## config.mk

```make
export PLATFORM = sky130hd
export DESIGN_NAME = core_ifetch
export DESIGN_NICKNAME = d
export VERILOG_FILES = /design/src/rtl/core_ifetch.sv
export SDC_FILE = /design/constraint.sdc
export NUM_CORES = 1
export LEC_CHECK = 0
export BUFFER_PORTS_ARGS = -buffer_cell sky130_fd_sc_hd__clkbuf_2
export CAP_MARGIN = 15
export CORE_ASPECT_RATIO = 0.9
export CORE_MARGIN = 2
export CORE_UTILIZATION = 35
export CTS_BUF_LIST = sky130_fd_sc_hd__clkbuf_4 sky130_fd_sc_hd__clkbuf_8
export CTS_CLUSTER_DIAMETER = 80
export DETAILED_ROUTE_END_ITERATION = 16
export GPL_TIMING_DRIVEN = 0
export HOLD_SLACK_MARGIN = 0.02
export MAX_ROUTING_LAYER = met4
export PLACE_DENSITY_LB_ADDON = 0.25
export REMOVE_ABC_BUFFERS = 1
export SYNTH_ARGS = -nofsm -noshare
export SYNTH_HDL_FRONTEND = slang
export SYNTH_SLANG_ARGS = --single-unit
```

## constraint.sdc

```tcl
create_clock -name CLK -period 2.8 [get_ports CLK]
set_input_delay 0.28 -clock CLK [delete_from_list [all_inputs] [get_ports CLK]]
set_output_delay 0.28 -clock CLK [all_outputs]
set_load 0.01 [all_outputs]
```

## src/rtl/core_ifetch.sv

```systemverilog
// Instruction-fetch stage: owns the architectural PC, issues one read at a
// time on the instruction-memory bus, and holds the fetched word for IF/ID.
// A flush while a read is in flight marks that read stale; its response is
// drained from the bus and dropped before the redirected PC is fetched.
module core_ifetch #(
  parameter logic [31:0] RESET_PC  = 32'h0000_0000,
  parameter logic [31:0] NOP_INSTR = 32'h0000_0013
) (
  input  logic        CLK,
  input  logic        NRST,
  input  logic [31:0] PC_NEXT,
  input  logic        PC_WRITE,
  input  logic        FLUSH,
  output logic [31:0] PC,
  output logic [31:0] INSTRUCTION,
  output logic        IMEM_BUSY,
  output logic        IMEM_DONE,
  output logic        FETCH_ERR,
  output logic        IMEM_ARVALID,
  input  logic        IMEM_ARREADY,
  output logic [31:0] IMEM_ARADDR,
  input  logic        IMEM_RVALID,
  output logic        IMEM_RREADY,
  input  logic [31:0] IMEM_RDATA,
  input  logic [1:0]  IMEM_RRESP
);

  typedef enum logic [1:0] {
    S_REQ  = 2'd0,
    S_WAIT = 2'd1,
    S_HOLD = 2'd2
  } state_e;

  state_e      state_q, state_d;
  logic [31:0] pc_q, pc_d;
  // Only the word address is kept; the byte offset is always zero on the bus.
  logic [29:0] araddr_q, araddr_d;
  logic [31:0] instr_q, instr_d;
  logic        err_q, err_d;
  logic        discard_q, discard_d;
  logic        done_q, done_d;
  logic        resp_err;

  assign resp_err = (IMEM_RRESP != 2'b00);

  // State and datapath registers with synchronous active-low reset.
  always_ff @(posedge CLK) begin
    if (!NRST) begin
      state_q   <= S_REQ;
      pc_q      <= RESET_PC;
      araddr_q  <= RESET_PC[31:2];
      instr_q   <= NOP_INSTR;
      err_q     <= 1'b0;
      discard_q <= 1'b0;
      done_q    <= 1'b0;
    end else begin
      state_q   <= state_d;
      pc_q      <= pc_d;
      araddr_q  <= araddr_d;
      instr_q   <= instr_d;
      err_q     <= err_d;
      discard_q <= discard_d;
      done_q    <= done_d;
    end
  end

  // Next-state logic: bus handshakes, flush/discard bookkeeping, PC update.
  always_comb begin
    state_d   = state_q;
    pc_d      = pc_q;
    araddr_d  = araddr_q;
    instr_d   = instr_q;
    err_d     = err_q;
    discard_d = discard_q;
    done_d    = 1'b0;
    case (state_q)
      S_REQ: begin
        // The address on the bus must not move while ARVALID is high, so a
        // flush only retargets the PC and marks the pending read stale.
        if (FLUSH) begin
          pc_d      = PC_NEXT;
          discard_d = 1'b1;
        end
        if (IMEM_ARREADY) begin
          state_d = S_WAIT;
        end
      end
      S_WAIT: begin
        if (IMEM_RVALID) begin
          if (discard_q || FLUSH) begin
            // Stale response: drop it and start the fetch at the current PC
            // (or the PC delivered by a flush arriving this very cycle).
            discard_d = 1'b0;
            state_d   = S_REQ;
            if (FLUSH) begin
              pc_d     = PC_NEXT;
              araddr_d = PC_NEXT[31:2];
            end else begin
              araddr_d = pc_q[31:2];
            end
          end else begin
            instr_d = resp_err ? NOP_INSTR : IMEM_RDATA;
            err_d   = resp_err;
            done_d  = 1'b1;
            state_d = S_HOLD;
          end
        end else if (FLUSH) begin
          pc_d      = PC_NEXT;
          discard_d = 1'b1;
        end
      end
      S_HOLD: begin
        if (PC_WRITE || FLUSH) begin
          pc_d     = PC_NEXT;
          araddr_d = PC_NEXT[31:2];
          state_d  = S_REQ;
        end
      end
      default: begin
        state_d = S_REQ;
      end
    endcase
  end

  assign IMEM_ARVALID = (state_q == S_REQ);
  assign IMEM_RREADY  = (state_q == S_WAIT);
  assign IMEM_ARADDR  = {araddr_q, 2'b00};
  assign IMEM_BUSY    = (state_q != S_HOLD);
  assign IMEM_DONE    = done_q;
  assign PC           = pc_q;
  assign INSTRUCTION  = (state_q == S_HOLD) ? instr_q : NOP_INSTR;
  assign FETCH_ERR    = (state_q == S_HOLD) && err_q;

endmodule

```

Yosys cells after proc, flatten, opt, wreduce, memory -nomap -nowiden
Index checks and enable logic that the tools add are counted.

cells by class
  add/sub/neg operators = 0
  muxes and demuxes = 22
  equality and inequality tests = 8
  shifts and indexed selects = 0
  bitwise operators = 1
  reduce and logical (&&, ||, !) cells = 14
  $lt $le $gt $ge = 0
  divide/modulo/power cells = 0
  $mul = 0

operators by type and width
  operator                                                                 number
  32-bit two-way mux                                                       6
  30-bit two-way mux                                                       4
  32-bit one-hot mux with 3 select lines                                   1
  30-bit one-hot mux with 2 select lines                                   1
  3-bit AND reduction                                                      4
  2-bit two-way mux                                                        4
  2-bit inequality test, second input constant                             3
  2-bit one-hot mux with 3 select lines                                    1
  2-bit nonzero test                                                       3
  1-bit two-way mux                                                        4
  2-bit by 1-bit inequality test with 1-bit output, second input constant  2
  4-bit AND reduction                                                      1
  3-bit by 2-bit inequality test with 1-bit output, second input constant  1
  3-bit nonzero test                                                       1
  2-bit by 1-bit == test with 1-bit output, second input constant          1
  2-bit == test, second input constant                                     1
  2-bit zero test                                                          1
  1-bit logical OR                                                         2
  1-bit one-hot mux with 2 select lines                                    1
  2-bit AND reduction                                                      1
  1-bit logical AND                                                        1
  1-bit inverter                                                           1

word-level totals
  register bits after elaboration = 99
  memories = 0
  input port bits = 72
  memory bits (read-only) = 0
  output and inout bits = 101
  latch bits = 0
  memory bits (writable) = 0
  logic and storage cells = 52

Longest topological paths before layout
Gate-level depths: netlist of run 1.

  depth in word-level cells = 4
  gate-level depth with buffers = 8
  depth with buffers taken out = 5

Worst setup path before layout of run 1
OpenSTA, ideal clock, no wires.

  path type = register to register
  start point = reg state_q[1]
  end point = reg instr_q[16]
  cell stages (with the launch flop) = 8
  data required time = 2.678 ns
  arrival time = 1.287 ns
  slack = 1.391 ns
  setup time = 0.122 ns
  period minus slack after synthesis = 1.409 ns
  path buffers = 3
  cell sequence = dfxtp_1 > buf_4 > nand3b_4 > or3_1 > buf_2 > buf_6 > nand2_1 > a21boi_0

between the ends
  longest elaborated chain between the ends = 2

RTL lines
  element                                   RTL line  text
  from (decl)                               34        state_e state_q, state_d;
  from (signal assigned)                    57        state_q <= state_d;
  2-bit by 1-bit == test with 1-bit output  76        case (state_q)
  3-bit AND reduction (no line)             n/a
  to (signal assigned)                      60        instr_q <= instr_d;
  to (decl)                                 38        logic [31:0] instr_q, instr_d;

No other way between the ends.
A chain may end at the register's enable or synchronous reset.

Worst setup path in the final report of run 1
  start point = reg state_q[1]
  end point = reg araddr_q[17]

between the ends
  longest elaborated chain between the ends = 3
  elaborated cells between the ends (all ways) = 8
  classes of those cells = eq/ne: 5; mux: 1; reduce/logical: 2

RTL lines
  element                                                                                   RTL line  text
  2-bit by 1-bit == test with 1-bit output / 2-bit == test (equally long branches)          76
  2-bit by 1-bit inequality test with 1-bit output (no line), or another cell as far along  n/a
  4-bit AND reduction (no line)                                                             n/a
  to (signal assigned)                                                                      51        araddr_q <= RESET_PC[31:2];
  to (signal assigned)                                                                      59        araddr_q <= araddr_d;
  to (decl)                                                                                 37        logic [29:0] araddr_q, araddr_d;

Parallel ways exist; a longest one is shown, timed or not.

==> impl_summary.txt, run 1 <==
----------------------------------------------------
[Yosys]
  Async S/R FF share, synth ... 0%
  Synthesized area ... around 4200 um2
  Post-synth cell types ... 30
  Syn_area_per_cell ... ~8.1 um2
  Post-Synthesis Cells ... 521
  Flop and latch count out of synthesis ... 99
  Number of warning messages in the yosys log ... 0
  Number of flops mapped to enable cells by yosys ... 0
  Sequential share of the synthesized area ... a little under half
  Commonest register cell after synthesis ... dfxtp_1

[Final layout]
  Antenna diodes ... 0
  Signed area change from the synthesized netlist to the final layout ... 26.1%
  Finished Layout Cells ... 827
  Final core occ ... 44.7%
  Ratio of cells with drive above 1 in the final layout ... between 30% and 40%
  Nets ... 734

[Clock network]
  Root buf cell ... clkbuf_8
  CTS tree ... done
  Clock transition at the register clock pins on the worst setup and hold paths after CTS ... roughly 90 ps
  CTS H-Tree Depth ... 3
  CTS hold repair buffers ... 0
  Inserted Clock Buffers ... 9
  Longest Clk Path Bufs ... 2
  Post-CTS Resized ... 0
  Worst-Skew Late Latency ... 370 ps
  Clock sinks ... 99
  Post-CTS setup buffers ... 0

[Timing]
  Peak clock frequency supported by timing ... approximately 0.44 GHz
  Final-report setup violation count ... 0
  Minimum period implied by the final worst setup slack ... roughly 2200 ps
  Rel. slew slack ... between 20% and 30%
  Worst clock skew ... about 8.2 ps
  Number of pins with negative max-slew slack in the final report ... 0
  Count of final hold-check violations ... 0
  Measured slew at the worst slew-check pin ... 1100 ps
  Slack of the critical path ... between 500 and 600 ps
  Final clock period utilization by the worst path ... around four fifths
  Setup repair after global routing missed its margin ... no

[Worst setup path]
  Worst path slowest cell ... dfxtp_1
  CP Data Required Time ... just over 3000 ps
  Largest stage delay, worst path ... 580 ps
  Cells traversed along the worst timing path ... nor2b_2 -> inv_2 -> o22ai_4 -> buf_12 -> o21ai_0 -> a31oi_1
  Path type of the worst setup path ... reg -> reg
  Critical path startpoint category ... flip-flop
  Largest fanout of any net on the critical path ... 38
  Arrival time at the worst endpoint ... 2540 ps
  Critical path endpoint category ... flip-flop

[Floorplan]
  Effective utilization at floorplan ... a little over a third
  Chip Width ... ~120 um
  Placement row count ... 38
  Floorplan die height ... ~110 um
  Die area ... ~13,000 um2
  Top-level I/O count ... between 150 and 200
  Std-Cell Core Area ... approximately 12,000 um2

[Route]
  Via count normalized by instance count ... 4.79
  M1 WL ... between 4000 and 5000 um
  Total number of vias ... 3,963
  Post-Route WL ... 11,300 um
  Detail Route Antenna Nets ... 0
  DR WL/cell ... about 14 um
  Total iterations of the first detailed-routing run ... 6
  Met3 routed wirelength ... approximately 1000 um
  Iteration-0 DRC count of the detailed router ... between 200 and 300
  Wire length on met2 ... 5150 um
  Remaining DRCs ... 0
  Top routing layer in use ... met4

[Pwr]
  Cell leakage power ... about 2.3 nW
  Power per cell area ... approximately 510 nW/um2
  Max IR drop VDD ... between 400 and 500 uV

[Global route]
  First-pass GRT wire length ... between 15,000 and 20,000 um
  Via count of the first global-routing pass ... 3,739
  Total overflow reported by the global router ... 0
  Total global routing track utilization ... between 10% and 20%
  Largest net degree at the start of global routing ... 100
  Number of antenna violations at the first check in global routing ... 0

[Placement]
  Total half-perimeter wirelength after legalization and detailed placement ... 7510 um
  Global placer's final weighted congestion ... 0.780
  Post-placement setup slack ... 547 ps
  Number of port buffers ... 170
  Placed Instances ... 809

[Run]
  Max Cap Violations ... 0

[Hold path]
  Worst hold path type ... in -> reg

[Outcome]
  Outcome ... finished clean

----------------------------------------------------
-- routing by layer --
metal | up-vias | global-route usage [%]
met1 | 1789 | 21.0
li1 | 2017 | -
met4 | 0 | 4.12
met3 | 9 | 6.65
met5 | - | -
met2 | 148 | 29.8
-- synthesized netlist by cell type, types with 8 or more instances --
library cell	count	area [um2]
a21boi_0	51	383
a21boi_1	11	82.6
a31oi_1	30	188
and2_1	31	194
buf_2	19	95.1
buf_6	9	101
clkbuf_1	16	60.1
dfxtp_1	99	1980
nand2_1	156	586
nand3_1	29	145
nor2_1	8	30.0
o21ai_0	23	115
o21ai_1	10	50.1
-- critical path, delay by kind of cell (launching register included) --
kind,cells,cell delay (ps)
AOI/OAI and AO/OA,3,800
buffers and inverters,2,380
DFF,1,580
and+or+nand+nor,1,400
-- layout by cell type (no fill, tap or decap), types with 3 or more instances in the layout --
cell type,Yosys,routed
nand2b_1,4,4
a21boi_0,51,51
clkinv_2,0,4
clkbuf_2,0,169
nor4_1,3,3
o21ai_0,23,23
o21ai_1,10,10
a21boi_1,11,11
a31oi_1,30,30
nand3_1,29,29
nand2_1,156,156
and2_1,31,31
dfxtp_1,99,99
buf_8,0,4
nor2_1,8,6
clkbuf_8,0,10
-- registers in the layout, indices dropped and copies added, names as in the netlist --
| signal | cells |
|---|---|
| PC | 32 |
| instr_q | 32 |
| araddr_q | 30 |
| state_q | 2 |
| IMEM_DONE | 1 |
| discard_q | 1 |
| err_q | 1 |
-- metrics by stage --
stage / total power, W / setup TNS, ps / area [um2] / hold slack [ps]
after floorplan: 0.00169 / 0 / 3950 / 356
after global placement: 0.00186 / -48480 / 5000 / 432
after detailed placement: 0.00189 / 0 / 5120 / 437
after CTS: 0.00273 / 0 / 5290 / 109
after global routing: 0.00284 / 0 / 5340 / 119
final: 0.00270 / 0 / 5340 / 134
-- kinds of logic (layout without fill, tap and decap cells) --
| group | Yosys count | after routing | share of synthesized area [%] |
|---|---|---|---|
| and+or+nand+nor | 237 | 237 | 25.0 |
| AOI/OAI and AO/OA | 132 | 132 | 20.8 |
| DFF | 99 | 99 | 46.8 |
| buffers and inverters | 51 | 196 | 7.04 |
| other | 1 | 2 | 0.0886 |
| muxes | 1 | 1 | 0.237 |
-- report_power, final --
| part | switching [W] | internal, W | total [W] |
|---|---|---|---|
| Combinational | 0.000203 | 0.000146 | 0.000349 |
| Clock | 0.000489 | 0.000353 | 0.000842 |
| Sequential | 0.0000396 | 0.00147 | 0.00151 |
| Total | 0.000731 | 0.00196 | 0.00270 |
-- area by class of cell --
type	count	area, um2
clock buffer	11	145
sequential	99	1980
fill	1221	6600
clock inverter	5	28.8
inverter	3	11.3
tap	160	200
multi-input combinational	372	1980
timing repair buffer	177	988
-- final timing paths --
check	from	endpoint	slack (ps)	cells past startpoint
hold reg to reg	instr_q[29]$_SDFFE_PN0P_	instr_q[29]$_SDFFE_PN0P_	450	2
hold / removal	PC_NEXT[4]	PC[4]$_SDFFE_PN0P_	130	3
setup reg to reg	state_q[1]$_SDFFE_PN0P_	araddr_q[17]$_SDFFE_PN0P_	550	6
setup / recovery	state_q[1]$_SDFFE_PN0P_	araddr_q[17]$_SDFFE_PN0P_	550	6
Power figures use the tool's default switching activity.
==> run 2, diff against run 1 <==
- clock period: 2.8 -> 2.1 ns (I/O delays scaled with it)
==> run 2 against run 1 <==
Against the previous run: via count grew 1.3%; setup slack lost 380 ps; final area grew 0.68%; non-clock buffer count rose by 1; clock power rose by 35%; register-to-register slack worse by 350 ps; flip-flop and latch count is the same; sequential share of layout area down 0.23 points; count of clock-buffer cells in the layout stayed put; routed wire length grew 6.8%; total power up 34%; combinational power is 36% higher.
==> impl_summary.txt, run 2 (synthesis gave the netlist of run 1 again) <==
----------------------------------------------------
[Placement]
  Total half-perimeter wirelength after legalization and detailed placement ... 7510 um (unchanged)
  Number of port buffers ... 170 (unchanged)
  Placed Instances ... 809 (unchanged)
  Standard cell area after detailed placement ... 5120 um2 (unchanged)
  Global placer's final weighted congestion ... 0.780 (unchanged)

[Pwr]
  Net switching power ... 0.00100 W (+37%)
  Share of power burned in registers ... 55.5% (-0.3 points)
  Internal power contribution ... 0.00262 W (+33%)
  Part of the total power dissipated in the clock network ... 31.4% (+0.2 points)
  Relative contribution of combinational cells to total power ... 13.1% (+0.2 points)
  Power per cell area ... 675 nW/um2 (+34%)
  Max IR drop VDD ... 583 uV (+35%)
  Cell leakage power ... 2.35 nW (+0.50%)
  Net switching share of the total power ... 27.7% (+0.55 points)

[Floorplan]
  Top-level I/O count ... 173 (unchanged)
  Die area ... 13,000 um2 (unchanged)
  Placement row count ... 38 (unchanged)
  Chip Width ... 120 um (unchanged)
  Floorplan die height ... 108 um (unchanged)
  Std-Cell Core Area ... 11,900 um2 (unchanged)
  Effective utilization at floorplan ... 35.5% (unchanged)

[Route]
  Via count normalized by instance count ... 4.84 (+0.92%)
  Iteration-0 DRC count of the detailed router ... 268 (-1.8%)
  Total number of vias ... 4,014 (+1.3%)
  Remaining DRCs ... 0 (unchanged)
  Detail Route Antenna Nets ... 0 (unchanged)
  Total iterations of the first detailed-routing run ... 4 (-2)
  DR WL/cell ... 14.5 um (+6.4%)
  Post-Route WL ... 12,100 um (+6.8%)

[Outcome]
  Outcome ... finished clean

[Timing]
  Peak clock frequency supported by timing ... roughly 0.52 GHz
  Final-report setup violation count ... 0 (unchanged)
  WHS ... 65.4 ps (-68.8 ps)
  Count of final hold-check violations ... 0 (unchanged)
  Measured slew at the worst slew-check pin ... 954 ps (-147 ps)
  Accumulated negative setup slack ... 0 ps (unchanged)
  Setup repair after global routing missed its margin ... no
  Minimum period implied by the final worst setup slack ... between 1500 and 2000 ps
  Worst clock skew ... 3.74 ps (-4.50 ps)
  Rel. slew slack ... 36.4% (+9.8 points)
  Final clock period utilization by the worst path ... between 90% and 100%
  Number of pins with negative max-slew slack in the final report ... 0 (unchanged)

[Worst setup path]
  Arrival time at the worst endpoint ... 1710 ps (-830 ps)
  Family of cells with the greatest summed delay on the critical path ... flip-flops
  Critical path endpoint category ... output port
  Largest stage delay, worst path ... 510 ps (-70 ps)
  Origin of the critical flop-to-flop path ... state_q[0]$_SDFFE_PN0P_
  Worst setup slack for register-to-register paths ... 200 ps (-350 ps)
  Largest fanout of any net on the critical path ... 32 (-16%)
  Worst path depth ... 4 (-2)
  Critical path startpoint category ... flip-flop
  Worst path slowest cell ... dfxtp_2
  Path type of the worst setup path ... reg -> out
  Worst R2R Path Depth ... 3 (-3)
  Crit path buffers/inverters ... 2 (unchanged)
  Reg2reg end ... araddr_q[14]$_SDFFE_PN0P_
  Cells traversed along the worst timing path ... nor2b_4 -> buf_8 -> and2_1 -> clkbuf_2
  CP Data Required Time ... 1890 ps (-1210 ps)

[Global route]
  Largest net degree at the start of global routing ... 100 (unchanged)
  Number of antenna violations at the first check in global routing ... 0 (unchanged)
  First-pass GRT wire length ... 18,900 um (+4.5%)
  Via count of the first global-routing pass ... 3,775 (+0.96%)
  Total overflow reported by the global router ... 0 (unchanged)
  Total global routing track utilization ... 19.0% (+1.0 points)

[Hold path]
  Worst hold path type ... in -> reg
  Hold Crit Start ... PC_NEXT[4]
  Terminating pin of the worst hold path ... PC[4]$_SDFFE_PN0P_
  Number of cells on the worst hold path ... 3 (unchanged)

[Clock network]
  Clock transition at the register clock pins on the worst setup and hold paths after CTS ... 90 ps (about the same)
  CTS hold repair buffers ... 0 (unchanged)
  Root buf cell ... clkbuf_8
  Inserted Clock Buffers ... 9 (unchanged)
  Longest Clk Path Bufs ... 2 (unchanged)
  Worst-Skew Late Latency ... 370 ps (about the same)
  Clock sinks ... 99 (unchanged)
  CTS H-Tree Depth ... 3 (unchanged)
  CTS tree ... done

[Final layout]
  Finished Layout Cells ... 830 (+0.36%)
  Nets ... 737 (+0.41%)
  Antenna diodes ... 0 (unchanged)
  Most common cell after layout, fill and taps aside ... clkbuf_2
  Signed area change from the synthesized netlist to the final layout ... 26.9%
  Commonest cells after routing, fill and taps aside ... clkbuf_2, nand2_1, dfxtp_1
  Ratio of cells with drive above 1 in the final layout ... 31.0% (+0.91 points)
  Final core occ ... 45.0% (+0.30 points)
  Final design area excluding fillers ... 5370 um2 (+0.68%)

[Run]
  Max Cap Violations ... 0 (unchanged)

----------------------------------------------------
[run 2: per-layer routing]
layer | global-route usage (%) | wire, um
met1 | 22.8 | 5440
met2 | 31.0 | 5540
met3 | 6.59 | 936
met4 | 4.45 | 139
met5 | - | 0
[run 2: stage by stage]
| step | setup slack [ps] | total power (W) |
|---|---|---|
| after detailed placement | -153 | 0.00251 |
| after CTS | 1.29 | 0.00366 |
| final | 176 | 0.00363 |
| after global placement | -1870 | 0.00248 |
| after global routing | 36.2 | 0.00380 |
| after floorplan | -609 | 0.00225 |
[run 2: layout make-up]
class	instances	area, um2
Sequential cell	99	1980
Multi-Input combinational cell	374	2020
Tap cell	160	200
Inverter	3	11.3
Fill cell	1217	6560
Clock buffer	11	145
Timing Repair Buffer	178	981
Clock inverter	5	28.8
[run 2: power by group through the flow]
stage / sequential [W] / clock [W] / combinational [W]
final: 0.00201 / 0.00114 / 0.000476
after global routing: 0.00202 / 0.00125 / 0.000530
after CTS: 0.00201 / 0.00117 / 0.000479
after detailed placement: 0.00205 / 0 / 0.000464
after global placement: 0.00205 / 0 / 0.000440
after floorplan: 0.00208 / 0 / 0.000175
[run 2: worst register-to-register path: cells and delay by family (launching register included)]
| family | cells | cell delay, ps |
|---|---|---|
| AO/OA/AOI/OAI | 3 | 1140 |
| flip-flops | 1 | 620 |
[run 2: worst max-delay path by stage]
stage	startpoint	to	slack, ps
6_report	state_q[1]$_SDFFE_PN0P_	INSTRUCTION[3]	180
5_1_grt	state_q[0]$_SDFFE_PN0P_	araddr_q[14]$_SDFFE_PN0P_	40
4_1_cts	state_q[0]$_SDFFE_PN0P_	instr_q[4]$_SDFFE_PN1P_	1
3_5_place_dp	state_q[1]$_SDFFE_PN0P_	araddr_q[23]$_SDFFE_PN0P_	-150
3_3_place_gp	state_q[1]$_SDFFE_PN0P_	araddr_q[7]$_SDFFE_PN0P_	-1870
2_1_floorplan	state_q[1]$_SDFFE_PN0P_	araddr_q[10]$_SDFFE_PN0P_	-610
[run 2: repair_timing]
action	CTS	global route
gates cloned	2	0
endpoints found under the setup margin	110	36
endpoints found under the hold margin	0	0
pin swaps	2	1
resized for setup	5	2
setup buffers	2	1
